[src/rtl/nano_v_core.sv]
// nano_v_core: bit-serial RV32E execute core.
// One instruction per execute pass: 32 clocks with cycle=0 and counter stepping 0..31, one result
// bit per clock (LSB first). Operand bits are read straight out of the register file by index,
// so shifts complete in one pass. rd is written on the counter=31 clock only.
// Ports:
//   clk            sole clock, rising edge
//   rstn           synchronous reset, active HIGH (1 = reset)
//   next_instr     lookahead instruction bits, unused by the core
//   instr          current instruction, stable for the whole pass
//   cycle          phase: 0 = execute pass, 1-7 = idle
//   counter        bit index of the current clock
//   pc             serial PC bit[counter]
//   data_in        serial load data bit[counter]
//   shift_data_out shift data_out right during idle phases
//   shift_pc       PC shift-register advance request (high during execute)
//   data_out       result / store-data shift register
//   branch         registered taken-flow-change flag
module nano_v_core (
  input  logic        clk,
  input  logic        rstn,
  input  logic [30:0] next_instr,
  input  logic [31:0] instr,
  input  logic [2:0]  cycle,
  input  logic [4:0]  counter,
  input  logic        pc,
  input  logic        data_in,
  input  logic        shift_data_out,
  output logic        shift_pc,
  output logic [31:0] data_out,
  output logic        branch
);

  localparam logic [6:0] OpLoad   = 7'b0000011;
  localparam logic [6:0] OpImm    = 7'b0010011;
  localparam logic [6:0] OpAuipc  = 7'b0010111;
  localparam logic [6:0] OpStore  = 7'b0100011;
  localparam logic [6:0] OpReg    = 7'b0110011;
  localparam logic [6:0] OpLui    = 7'b0110111;
  localparam logic [6:0] OpBranch = 7'b1100011;
  localparam logic [6:0] OpJalr   = 7'b1100111;
  localparam logic [6:0] OpJal    = 7'b1101111;

  logic [31:0] regs [16];
  logic [31:0] data_out_q, data_out_d;
  logic        branch_q, branch_d;
  logic        carry_q, carry_d;
  logic        eq_q, eq_d;

  logic unused_next_instr;
  assign unused_next_instr = ^next_instr;

  // Decode
  logic [6:0]  opcode;
  logic [2:0]  funct3;
  logic        alt;
  logic [4:0]  rd;
  logic [3:0]  rs1_idx, rs2_idx;
  logic [31:0] rs1_val, rs2_val, imm_i, imm_u, op_b;
  logic        is_alu, is_sub, is_slt, writes_rd, last;

  assign opcode  = instr[6:0];
  assign funct3  = instr[14:12];
  assign alt     = instr[30];
  assign rd      = instr[11:7];
  assign rs1_idx = instr[18:15];
  assign rs2_idx = instr[23:20];
  assign rs1_val = (rs1_idx == 4'd0) ? 32'd0 : regs[rs1_idx];
  assign rs2_val = (rs2_idx == 4'd0) ? 32'd0 : regs[rs2_idx];
  assign imm_i   = {{20{instr[31]}}, instr[31:20]};
  assign imm_u   = {instr[31:12], 12'd0};
  assign op_b    = (opcode == OpImm) ? imm_i : rs2_val;

  assign is_alu  = (opcode == OpReg) || (opcode == OpImm);
  assign is_slt  = is_alu && (funct3[2:1] == 2'b01);
  // Subtract (rs2/imm inverted, carry-in 1) for SUB, set-less-than and all conditional branches
  assign is_sub  = ((opcode == OpReg) && (funct3 == 3'b000) && alt) || is_slt ||
                   (opcode == OpBranch);
  assign writes_rd = is_alu || (opcode == OpLui) || (opcode == OpAuipc) || (opcode == OpJal) ||
                     (opcode == OpJalr) || (opcode == OpLoad);
  assign last    = (cycle == 3'd0) && (counter == 5'd31);

  // Serial adder
  logic a_bit, b_raw, b_eff, cin, sum_bit, carry_next;

  always_comb begin
    a_bit = 1'b0;
    b_raw = 1'b0;
    case (opcode)
      OpReg, OpImm, OpBranch: begin
        a_bit = rs1_val[counter];
        b_raw = op_b[counter];
      end
      OpAuipc: begin
        a_bit = pc;
        b_raw = imm_u[counter];
      end
      OpJal, OpJalr: begin
        a_bit = pc;
        b_raw = (counter == 5'd2);
      end
      default: ;
    endcase
  end

  assign b_eff      = b_raw ^ is_sub;
  assign cin        = (counter == 5'd0) ? is_sub : carry_q;
  assign sum_bit    = a_bit ^ b_eff ^ cin;
  assign carry_next = (a_bit & b_eff) | (a_bit & cin) | (b_eff & cin);

  // Comparison flags; meaningful on the counter=31 clock where a/b/sum are the sign bits
  logic eq_now, lt, ltu, taken;
  assign eq_now = ((counter == 5'd0) ? 1'b1 : eq_q) & ~sum_bit;
  assign lt     = (a_bit ^ b_raw) ? a_bit : sum_bit;
  assign ltu    = ~carry_next;

  always_comb begin
    case (funct3)
      3'b000:  taken = eq_now;
      3'b001:  taken = ~eq_now;
      3'b100:  taken = lt;
      3'b101:  taken = ~lt;
      3'b110:  taken = ltu;
      3'b111:  taken = ~ltu;
      default: taken = 1'b0;
    endcase
  end

  // Shifter: pick the source bit directly by index
  logic [4:0] sh;
  logic [5:0] idx_r;
  logic       sll_bit, srl_bit;
  assign sh      = (opcode == OpImm) ? instr[24:20] : rs2_val[4:0];
  assign idx_r   = {1'b0, counter} + {1'b0, sh};
  assign sll_bit = (counter >= sh) ? rs1_val[counter - sh] : 1'b0;
  assign srl_bit = idx_r[5] ? (alt & rs1_val[31]) : rs1_val[idx_r[4:0]];

  logic alu_bit, res_bit;
  always_comb begin
    case (funct3)
      3'b000:  alu_bit = sum_bit;
      3'b001:  alu_bit = sll_bit;
      3'b100:  alu_bit = rs1_val[counter] ^ op_b[counter];
      3'b101:  alu_bit = srl_bit;
      3'b110:  alu_bit = rs1_val[counter] | op_b[counter];
      3'b111:  alu_bit = rs1_val[counter] & op_b[counter];
      default: alu_bit = 1'b0;  // SLT/SLTU shift zeros, flag inserted at writeback
    endcase
  end

  always_comb begin
    case (opcode)
      OpReg, OpImm:          res_bit = alu_bit;
      OpLui:                 res_bit = imm_u[counter];
      OpAuipc, OpJal, OpJalr: res_bit = sum_bit;
      OpLoad:                res_bit = data_in;
      OpStore:               res_bit = rs2_val[counter];
      default:               res_bit = 1'b0;
    endcase
  end

  logic [31:0] wb_val;
  assign wb_val = is_slt ? {31'd0, funct3[0] ? ltu : lt} : {res_bit, data_out_q[31:1]};

  // Next state
  always_comb begin
    data_out_d = data_out_q;
    carry_d    = carry_q;
    eq_d       = eq_q;
    branch_d   = branch_q;
    if (cycle == 3'd0) begin
      data_out_d = last ? wb_val : {res_bit, data_out_q[31:1]};
      carry_d    = carry_next;
      eq_d       = eq_now;
      if (last) begin
        branch_d = (opcode == OpJal) || (opcode == OpJalr) || ((opcode == OpBranch) && taken);
      end
    end else if (shift_data_out) begin
      data_out_d = {1'b0, data_out_q[31:1]};
    end
  end

  always_ff @(posedge clk) begin
    if (rstn) begin
      data_out_q <= 32'd0;
      branch_q   <= 1'b0;
      carry_q    <= 1'b0;
      eq_q       <= 1'b0;
    end else begin
      data_out_q <= data_out_d;
      branch_q   <= branch_d;
      carry_q    <= carry_d;
      eq_q       <= eq_d;
    end
  end

  // Register file is not reset; entry 0 is never written and never read
  logic rf_we;
  assign rf_we = last && writes_rd && (rd != 5'd0) && !rd[4];

  always_ff @(posedge clk) begin
    if (!rstn && rf_we) begin
      regs[rd[3:0]] <= wb_val;
    end
  end

  assign shift_pc = (cycle == 3'd0);
  assign data_out = data_out_q;
  assign branch   = branch_q;

endmodule

[config.mk]
export PLATFORM = sky130hd
export DESIGN_NAME = nano_v_core
export DESIGN_NICKNAME = d
export VERILOG_FILES = /design/src/rtl/nano_v_core.sv
export SDC_FILE = /design/constraint.sdc
export NUM_CORES = 1
export LEC_CHECK = 0
export CAP_MARGIN = 10
export CORE_MARGIN = 10
export CORE_UTILIZATION = 45
export DETAILED_ROUTE_END_ITERATION = 10
export GPL_ROUTABILITY_DRIVEN = 0
export PLACE_DENSITY_LB_ADDON = 0.15
export SKIP_LAST_GASP = 1
export SYNTH_ARGS = -nofsm -noshare
export SYNTH_HDL_FRONTEND = slang
export SYNTH_SLANG_ARGS = --single-unit
[constraint.sdc]
create_clock -name clk -period 8.2 [get_ports clk]
set_input_delay 2.05 -clock clk [delete_from_list [all_inputs] [get_ports clk]]
set_output_delay 2.05 -clock clk [all_outputs]
set_load 0.1 [all_outputs]
==> key figures, run 1 <==
Outcome
  • Status: complete, no violations

Placed design
  • DP HPWL: just under 60 mm
  • Port Buffers: just under 80

Synth
  • Post-synth top area share: a little under three fifths
  • Count leader, synth: edfxtp_1
  • Top post-synthesis cells by count: edfxtp_1, mux4_2, nand2_1
  • Cells after synthesis: between 1500 and 2000
  • Sequential fraction of the synthesis area: a little under three fifths
  • #FFs+latches synth: approximately 550
  • Async S/R FF share, synth: 0%
  • Area contributors post-synth: edfxtp_1, mux4_2, mux2i_1
  • Cell area after synthesis: 27930 sq um
  • Ys flop type: edfxtp_1
  • Yosys Warn Count: 0
  • Avg Cell Area, Syn: approximately 16 sq um
  • Number of distinct library cells after synthesis: 76
  • Area leader, netlist: edfxtp_1
  • Number of flops mapped to enable cells by yosys: 512

Drt
  • Detailed Route Iter0 Violations: roughly 2400
  • DRC viols: 0
  • 1st-pass router iterations: 5
  • WL/cell: approximately 32 microns
  • Post-route ant nets: 0
  • Via count: ~19000
  • Vias per cell: between 6 and 7
  • Routed wire length: between 90 and 100 mm

Clock network
  • Clk pin slew, worst setup/hold paths: approximately 60 ps
  • Total CTS buffers: 59
  • Post-CTS Setup Inserts: 0
  • Resized cells post-CTS: 0
  • CTS HTree Levels: 2
  • Clock Path Buffers: 3
  • CTS root buf: clkbuf_16
  • Clock Latency Late Sink: around 640 ps
  • CTS Sinks: ~550
  • Post-cts hold buffer count: 0
  • CTS tree: built

Pwr
  • Peak supply drop: between 0.00015 and 0.0002 V
  • Leak Pwr: approximately 11 nW
  • Cell Pwr Density: between 150 and 200 nW/um^2
  • Total power: around 6 mW

Setup path
  • Setup crit end kind: flip-flop
  • R2r setup slk: around 3200 ps
  • CP Max Fanout: 16
  • Critical Path AT: 7210 ps
  • Crit path kind: in2reg
  • Worst EP required: 8550 ps
  • R2R Path End: regs[12][31]
  • Crit path capture: regs[12][31]
  • Worst Reg-to-Reg Cells: 13
  • R2R Path Start: regs[14][0]
  • Startpoint Class: input pin
  • Crit path launch: instr[15]

GRT
  • Overall Global Routing Usage: around 24%
  • Largest net degree at the start of global routing: between 70 and 80
  • First-pass GRT wire length: between 100 and 150 mm
  • Gr ovfl total: 0
  • Vias in the first global route: roughly 18000
  • Initial antenna violation count: 4

Cells and area
  • Nets: between 1500 and 2000
  • Layout cells sized above 1: a little over a quarter
  • Synthesis-to-finish area growth: 14.45%

Hold path
  • Worst min path class: reg2reg
  • Worst hold start: data_out[29]

STA
  • Final setup TNS: 0 ps
  • Clock skew: ~41 ps
  • Max Clock Freq: around 0.15 GHz
  • RSZ-0062 raised after global routing: false
  • Final Hold Fails: 0
  • Final setup violation count: 0
  • Worst-Margin Slew: roughly 1200 ps
  • Slew headroom: approximately 18%
  • Final slew viol count: 0
  • Final Critical Period: between 6000 and 7000 ps
  • Fin crit share: 83.62%

Floorplanning
  • Top-level port count: 110
  • Die Y-Extent: 269.1 microns
  • Die width: about 270 microns
  • Die ar.: 72420 sq um
  • Core ar.: 61600 sq um
  • Site Rows: just over 90
  • Initial Util: between 40% and 50%

Flow run
  • Maxcap violations: 0
## power by group
| group | total (mW) | internal (mW) | switching, mW | leakage (nW) |
|---|---|---|---|---|
| logic | 0.504 | 0.194 | 0.310 | 4.42 |
| registers | 3.02 | 3.01 | 0.00319 | 5.25 |
| clock network | 2.58 | 1.47 | 1.11 | 0.903 |
| total | 6.10 | 4.68 | 1.43 | 10.6 |
## worst max-delay path: stages
cell and delay [ps]:
clkdlybuf4s50_1 480, inv_2 490, buf_4 440, buf_4 260
mux2_2 430, a221oi_1 280, o21ai_0 130, nand3_1 190
or4b_1 550, a32oi_2 280, fa_1 300, nor2_1 60
a21oi_1 120, o22a_1 140, o22ai_1 100, o41ai_1 350
nand3_1 230, buf_4 290
## registers in the layout, summed over array words and instances, names as in the netlist
name / count
eq_q: 1
data_out: 32
branch: 1
regs: 512
carry_q: 1
## how the worst min path moves through the flow
stage	to	cells past startpoint
floorplan	carry_q	2
detailed placement	data_out[29]	2
finish	data_out[29]	2
global route	carry_q	2
global placement	data_out[29]	2
CTS	data_out[29]	2
## layout make-up
| cell class | count | area, sq um |
|---|---|---|
| fill | 5111 | 29640 |
| sequential | 547 | 16080 |
| multi-input combinational | 1089 | 11290 |
| clock buffer | 78 | 1599 |
| timing repair buffer | 170 | 1579 |
| tap | 837 | 1047 |
| clock inverter | 32 | 275.3 |
| inverter | 24 | 90.09 |
| antenna | 2 | 5.005 |
## routing by layer
| metal | vias to the layer above | wire length [microns] | part of all wire [%] | track usage [%] |
|---|---|---|---|---|
| met5 | - | 0 | 0 | 0 |
| met4 | 0 | 2411 | 2.7 | 6.586 |
| met3 | 149 | 9568 | 11 | 4.859 |
| met2 | 1117 | 40610 | 45 | 37.05 |
| met1 | 9731 | 37580 | 42 | 35.16 |
| li1 | 7506 | - | - | - |
## logic make-up after synthesis
family,after synthesis,synth area share (%)
flops,547,57.56
mux,394,25.57
simple gates,381,6.608
compound gates,258,6.371
buf+inv,154,2.827
fa+ha+maj,16,0.7975
xor+xnor,8,0.2509
other cells,1,0.01343
## layout by cell type (no fill, tap or decap), drive strengths merged, types with 9 or more instances in the layout
cell	netlist	final
edfxtp	512	512
nor3	27	27
clkinv	5	26
conb	1	32
mux2i	98	98
nand2b	11	11
a221oi	12	12
inv	19	22
ha	13	13
buf	80	98
o22ai	24	24
nor2	79	79
a311oi	9	9
nand4	11	11
clkbuf	50	79
clkdlybuf4s50	0	71
a22oi	16	16
o211ai	11	11
and2	34	34
nand3	61	61
o21ai	28	28
nor2b	11	11
a211oi	17	17
mux2	45	45
dfxtp	35	35
nand2	111	111
mux4	251	251
a21oi	67	67
## stage by stage
| stage | util [%] | hold slack [ps] | cells | area (sq um) | setup slack, ps |
|---|---|---|---|---|---|
| 2_1_floorplan | - | 476.9 | 1790 | 28040 | 1727 |
| 6_report | 51.89 | 496.4 | 2779 | 31960 | 1343 |
| 5_1_grt | 51.88 | 524.2 | 2777 | 31960 | 1035 |
| 3_5_place_dp | 48.84 | 480.9 | 2667 | 30080 | 812.5 |
| 4_1_cts | 51.88 | 492.8 | 2777 | 31960 | 1475 |
| 3_3_place_gp | 48.84 | 471.3 | 2667 | 30080 | 836.5 |
No activity file was read; power rests on OpenSTA's default activity.
==> inputs of run 2 (changes only) <==
==> constraint.sdc (replaced) <==
create_clock -name clk -period 7.14 [get_ports clk]
set_input_delay 1.785 -clock clk [delete_from_list [all_inputs] [get_ports clk]]
set_output_delay 1.785 -clock clk [all_outputs]
set_load 0.1 [all_outputs]
==> key figures, run 2 (synthesized netlist as in run 1, its figures left out) <==
Outcome
  • Status: complete, no violations (unchanged)

Drt
  • Vias per cell: 6.523 (was 6.658)
  • DRC viols: 0 (unchanged)
  • Detailed Route Iter0 Violations: 2340 (was 2440)
  • Via count: 18250 (was 18500)
  • Post-route ant nets: 0 (unchanged)
  • 1st-pass router iterations: 6 (was 5)
  • WL/cell: 32.20 microns (was 32.45 microns)
  • Routed wire length: 90.09 mm (was 90.17 mm)

Pwr
  • Leak Pwr: 10.71 nW (was 10.58 nW)
  • Cell Pwr Density: 215.5 nW/um^2 (was 190.9 nW/um^2)
  • Peak supply drop: 0.0001929 V (was 0.0001509 V)

Cells and area
  • Synthesis-to-finish area growth: 15.10% (was 14.45%)
  • Max FFs per register: 512 (unchanged)
  • Layout cells sized above 1: 27.45% (was 26.60%)
  • Design area: 32140 sq um (was 31960 sq um)
  • Commonest cells after routing, fill and taps aside: edfxtp_1, mux4_2, nand2_1 (unchanged)
  • Commonest non-fill, non-tap cell in the layout: edfxtp_1 (unchanged)
  • Nets: 2005 (was 1983)

STA
  • Final Hold Fails: 0 (unchanged)
  • Max Clock Freq: around 0.15 GHz
  • Final setup violation count: 0 (unchanged)
  • WHS: 482.3 ps (was 496.4 ps)
  • Final setup TNS: 0 ps (unchanged)
  • Final Critical Period: 6452 ps
  • Clock skew: 40.58 ps (was 40.82 ps)
  • Setup ws final: 687.8 ps (was 1343 ps)
  • Final slew viol count: 0 (unchanged)
  • Slew headroom: 30.63% (was 17.82%)
  • RSZ-0062 raised after global routing: false (unchanged)
  • Worst-Margin Slew: 1037 ps (was 1222 ps)
  • Fin crit share: between 90% and 100%

Setup path
  • Worst EP required: 7670 ps (was 8550 ps)
  • Slowest-stage cell, CP: nor2_1 (was or4b_1)
  • CP most frequent cell: nor2_1 (was buf_4)
  • Startpoint Class: input pin (unchanged)
  • Setup crit end kind: flip-flop (unchanged)
  • Crit path kind: in2reg (unchanged)
  • Crit-path cells: clkdlybuf4s50_1 -> nor2_1 -> o221ai_1 -> nand4_1 -> nand2_1 -> a2111oi_1 -> buf_4 -> nor2_1 -> xor2_1 -> fa_1 -> nor2_1 -> a21oi_1 -> o22a_1 -> o22ai_1 -> o41ai_1 -> nand3_1 -> buf_4 -> a41o_1 (was clkdlybuf4s50_1 -> inv_2 -> buf_4 -> buf_4 -> mux2_2 -> a221oi_1 -> o21ai_0 -> nand3_1 -> or4b_1 -> a32oi_2 -> fa_1 -> nor2_1 -> a21oi_1 -> o22a_1 -> o22ai_1 -> o41ai_1 -> nand3_1 -> buf_4)
  • Worst path max stage delay: 740 ps (was 550 ps)
  • CP delay by family, top: compound AO/OA/AOI/OAI gates (was buffers and inverters)
  • CP Max Fanout: 8 (was 16)
  • Critical Path AT: 6990 ps (was 7210 ps)
  • Buf/Inv on CP: 3 (was 5)

Hold path
  • Worst min path class: reg2reg (unchanged)

Clock network
  • Clock Latency Late Sink: 640 ps (about the same)
  • CTS root buf: clkbuf_16 (unchanged)
  • Post-CTS Setup Inserts: 0 (unchanged)
  • Resized cells post-CTS: 0 (unchanged)
  • Clock Path Buffers: 3 (unchanged)
  • Post-cts hold buffer count: 0 (unchanged)
  • CTS Sinks: 547 (unchanged)
  • CTS tree: built (unchanged)
  • CTS HTree Levels: 2 (unchanged)
  • Total CTS buffers: 57 (was 59)
  • Clk pin slew, worst setup/hold paths: 60 ps (about the same)

Floorplanning
  • Die ar.: 72420 sq um (unchanged)
  • Initial Util: 45.34% (unchanged)
  • Die width: 269.1 microns (unchanged)
  • Site Rows: 91 (unchanged)
  • Die Y-Extent: 269.1 microns (unchanged)
  • Core ar.: 61600 sq um (unchanged)
  • Top-level port count: 110 (unchanged)

GRT
  • Initial antenna violation count: 4 (unchanged)
  • Largest net degree at the start of global routing: 65 (was 73)
  • Gr ovfl total: 0 (unchanged)
  • First-pass GRT wire length: 129.8 mm (was 129.9 mm)
  • Overall Global Routing Usage: 24.44% (was 24.33%)
  • Vias in the first global route: 18240 (was 18260)

Flow run
  • Maxcap violations: 0 (unchanged)

Placed design
  • Setup WS pre-CTS: 183.9 ps (was 812.5 ps)
  • DP HPWL: 59.66 mm (was 59.50 mm)
  • Port Buffers: 78 (unchanged)
  • Area after DPL: 30340 sq um (was 30080 sq um)
run 2: cell count changes in the layout (fill, tap and decap cells not counted), moves of 2 or more:
| cell | before | now |
|---|---|---|
| buf_4 | 84 | 103 |
| clkinvlp_4 | 5 | 2 |
| clkbuf_8 | 4 | 12 |
| bufinv_16 | 3 | 1 |
| buf_12 | 9 | 15 |
| clkinv_1 | 13 | 10 |
| clkbuf_1 | 15 | 17 |
| clkbuf_16 | 60 | 57 |
| clkinv_4 | 4 | 1 |
run 2: tightest hold or removal path: stages (launching register included):
cell     delay [ps]
dfxtp_1         330
nand2_1          60
a21oi_1          50
run 2: final timing paths:
path / start / endpoint / slack [ps] / cells after the start
min: data_out[9] / data_out[9] / 480 / 2
max reg2reg: regs[3][12] / data_out[31] / 2370 / 19
min reg2reg: data_out[9] / data_out[9] / 480 / 2
max: counter[1] / data_out[31] / 690 / 18
run 2: area by class of cell:
| cell class | count | area (sq um) |
|---|---|---|
| clock buffer | 85 | 1642 |
| sequential | 547 | 16080 |
| clock inverter | 21 | 165.2 |
| multi-input combinational | 1089 | 11290 |
| inverter | 24 | 90.09 |
| timing repair buffer | 194 | 1832 |
| antenna | 1 | 2.502 |
| tap | 837 | 1047 |
| fill | 5025 | 29450 |
run 2: stage by stage:
| stage | cells | power [mW] | utilization, % |
|---|---|---|---|
| floorplan | 1790 | 3.906 | - |
| global placement | 2691 | 4.111 | 49.25 |
| detailed placement | 2691 | 4.114 | 49.25 |
| CTS | 2797 | 6.968 | 52.18 |
| global route | 2798 | 7.145 | 52.18 |
| finish | 2798 | 6.927 | 52.18 |
run 2: where the power goes:
group	internal [mW]	switching, mW	total (mW)
Clock	1.62	1.25	2.87
Combinational	0.236	0.355	0.591
Sequential	3.46	0.00373	3.46
run 2: routing by layer:
layer	vias to the layer above	global-route usage (%)	part of all wire, %
met1	9452	33.12	40
met4	2	8.802	3.5
li1	7541	-	-
met3	186	7.267	12
met5	-	1.078	0.12
met2	1070	36.84	45
==> inputs of run 3 (changes only) <==
--- a/config.mk
+++ b/config.mk
@@ -8,6 +8,7 @@
 export CAP_MARGIN = 10
 export CORE_MARGIN = 10
 export CORE_UTILIZATION = 45
+export CTS_CLUSTER_DIAMETER = 40
 export DETAILED_ROUTE_END_ITERATION = 10
 export GPL_ROUTABILITY_DRIVEN = 0
 export PLACE_DENSITY_LB_ADDON = 0.15
==> key figures, run 3 (synthesized netlist as in run 1, its figures left out) <==
Outcome
  • Status: complete, no violations (unchanged)

Drt
  • Via count: 18540 (was 18250)
  • 1st-pass router iterations: 6 (unchanged)
  • DRC viols: 0 (unchanged)
  • WL/cell: 31.78 microns (was 32.20 microns)
  • Post-route ant nets: 0 (unchanged)
  • Vias per cell: 6.501 (was 6.523)
  • Routed wire length: 90.59 mm (was 90.09 mm)
  • Detailed Route Iter0 Violations: 2422 (was 2340)

Setup path
  • Crit path launch: counter[1] (unchanged)
  • Buf/Inv on CP: 3 (unchanged)
  • Crit-path cells: clkdlybuf4s50_1 -> nor2_1 -> o221ai_1 -> nand4_1 -> nand2_1 -> a2111oi_1 -> buf_4 -> nor2_1 -> xor2_1 -> fa_1 -> nor2_1 -> a21oi_1 -> o22a_1 -> o22ai_1 -> o41ai_1 -> nand3_1 -> buf_4 -> a41o_1 (unchanged)
  • Worst path max stage delay: 710 ps (was 740 ps)
  • CP Max Fanout: 8 (unchanged)
  • Slowest-stage cell, CP: clkdlybuf4s50_1 (was nor2_1)
  • Startpoint Class: input pin (unchanged)
  • Critical Path AT: 6970 ps (was 6990 ps)
  • CP delay by family, top: compound AO/OA/AOI/OAI gates (unchanged)
  • Worst Reg-to-Reg Cells: 19 (unchanged)
  • Crit path kind: in2reg (unchanged)
  • Setup crit end kind: flip-flop (unchanged)
  • Crit. path cell count: 18 (unchanged)
  • CP most frequent cell: nor2_1 (unchanged)
  • R2R Path Start: regs[3][12] (unchanged)
  • Worst EP required: 7660 ps (was 7670 ps)

Hold path
  • Worst min path class: reg2reg (unchanged)
  • Min-Delay Path Depth: 2 (unchanged)
  • Worst hold start: data_out[9] (unchanged)

STA
  • Slew headroom: 30.56% (was 30.63%)
  • RSZ-0062 raised after global routing: false (unchanged)
  • Max Clock Freq: 0.1551 GHz (was 0.1550 GHz)
  • Fin crit share: 90.28% (was 90.37%)
  • Final setup TNS: 0 ps (unchanged)
  • Worst-Margin Slew: 1038 ps (was 1037 ps)
  • Final Critical Period: 6446 ps (was 6452 ps)
  • Clock skew: 32.41 ps (was 40.58 ps)
  • Final Hold Fails: 0 (unchanged)
  • Final setup violation count: 0 (unchanged)
  • Final slew viol count: 0 (unchanged)

Cells and area
  • Inserted Diodes: 0 (was 1)
  • Design area: 33100 sq um (was 32140 sq um)
  • Layout cells sized above 1: 29.44% (was 27.45%)
  • Synthesis-to-finish area growth: 18.54% (was 15.10%)
  • Register Area: 16080 sq um (unchanged)
  • Commonest cells after routing, fill and taps aside: edfxtp_1, mux4_2, nand2_1 (unchanged)
  • Layout Utilization: 53.74% (was 52.18%)
  • Nets: 2035 (was 2005)
  • Fill count: 4961 (was 5025)
  • Commonest non-fill, non-tap cell in the layout: edfxtp_1 (unchanged)
  • Multi-input gate area: 11290 sq um (unchanged)
  • Max FFs per register: 512 (unchanged)

Clock network
  • CTS root buf: clkbuf_16 (unchanged)
  • Clock Path Buffers: 3 (unchanged)
  • CTS HTree Levels: 3 (was 2)
  • Clk pin slew, worst setup/hold paths: 60 ps (about the same)
  • Clock Latency Late Sink: 650 ps (was 640 ps)
  • Post-CTS Setup Inserts: 0 (unchanged)
  • CTS Sinks: 547 (unchanged)
  • Total CTS buffers: 87 (was 57)
  • Post-cts hold buffer count: 0 (unchanged)
  • Resized cells post-CTS: 0 (unchanged)
  • CTS tree: built (unchanged)

Floorplanning
  • Die width: 269.1 microns (unchanged)
  • Site Rows: 91 (unchanged)
  • Top-level port count: 110 (unchanged)
  • Die Y-Extent: 269.1 microns (unchanged)
  • Core ar.: 61600 sq um (unchanged)
  • Die ar.: 72420 sq um (unchanged)
  • Initial Util: 45.34% (unchanged)

Pwr
  • Cell Pwr Density: 241.9 nW/um^2 (was 215.5 nW/um^2)
  • Sequential share of power: 43.3% (was 50.0%)
  • Logic pwr share: 7.4% (was 8.5%)
  • P_int: 6.090 mW (was 5.322 mW)
  • Peak supply drop: 0.0001795 V (was 0.0001929 V)
  • Leak Pwr: 11.16 nW (was 10.71 nW)
  • Clock power frac: 49.3% (was 41.4%)
  • Net Switching: 1.918 mW (was 1.604 mW)
  • Net Sw Frac: 23.95% (was 23.16%)

GRT
  • Vias in the first global route: 18490 (was 18240)
  • Largest net degree at the start of global routing: 65 (unchanged)
  • Gr ovfl total: 0 (unchanged)
  • Initial antenna violation count: 2 (was 4)
  • First-pass GRT wire length: 131.1 mm (was 129.8 mm)
  • Overall Global Routing Usage: 24.70% (was 24.44%)

Placed design
  • Port Buffers: 78 (unchanged)
  • Area after DPL: 30340 sq um (unchanged)
  • DP HPWL: 59.66 mm (unchanged)

Flow run
  • Maxcap violations: 0 (unchanged)
==> run 3: path summary, 6_finish.rpt <==
path | slack [ps] | to
worst max-delay path | 690 | data_out[31]
worst min-delay path | 480 | data_out[9]
worst max register to register | 2310 | data_out[31]
worst min register to register | 480 | data_out[9]
==> run 3: metrics by stage <==
stage / power (mW) / hold WS [ps] / std cells / setup slack, ps
after floorplan: 3.906 / 476.9 / 1790 / 932.2
after global placement: 4.111 / 472.5 / 2691 / 148.4
after detailed placement: 4.114 / 475.3 / 2691 / 183.9
after CTS: 8.054 / 482.9 / 2851 / 809.4
after global routing: 8.248 / 523.0 / 2851 / 511.3
final: 8.007 / 481.3 / 2851 / 694.3
==> run 3: final cells by class <==
cell class / count / area share (%)
timing repair buffer: 194 / 5.533
inverter: 24 / 0.2721
multi-input combinational: 1089 / 34.11
tap: 837 / 3.163
clock buffer: 98 / 6.830
clock inverter: 62 / 1.535
sequential: 547 / 48.56
==> run 3: worst min-delay path, cell delays in order (launching register included) <==
cell	delay [ps]
dfxtp_1	320
nand2_1	60
a21oi_1	50
==> run 3: power by group through the flow <==
| stage | Combinational, mW | Clock [mW] | Sequential [mW] |
|---|---|---|---|
| 2_1_floorplan | 0.373 | 0 | 3.53 |
| 5_1_grt | 0.621 | 4.16 | 3.47 |
| 3_5_place_dp | 0.581 | 0 | 3.53 |
| 3_3_place_gp | 0.578 | 0 | 3.53 |
| 6_report | 0.592 | 3.95 | 3.47 |
| 4_1_cts | 0.583 | 4.00 | 3.47 |
==> run 3: per-layer routing <==
| metal | global-route usage (%) | wire (microns) |
|---|---|---|
| met5 | 0 | 0 |
| met1 | 34.36 | 36850 |
| met3 | 6.240 | 9975 |
| met2 | 37.30 | 40910 |
| met4 | 8.579 | 2859 |
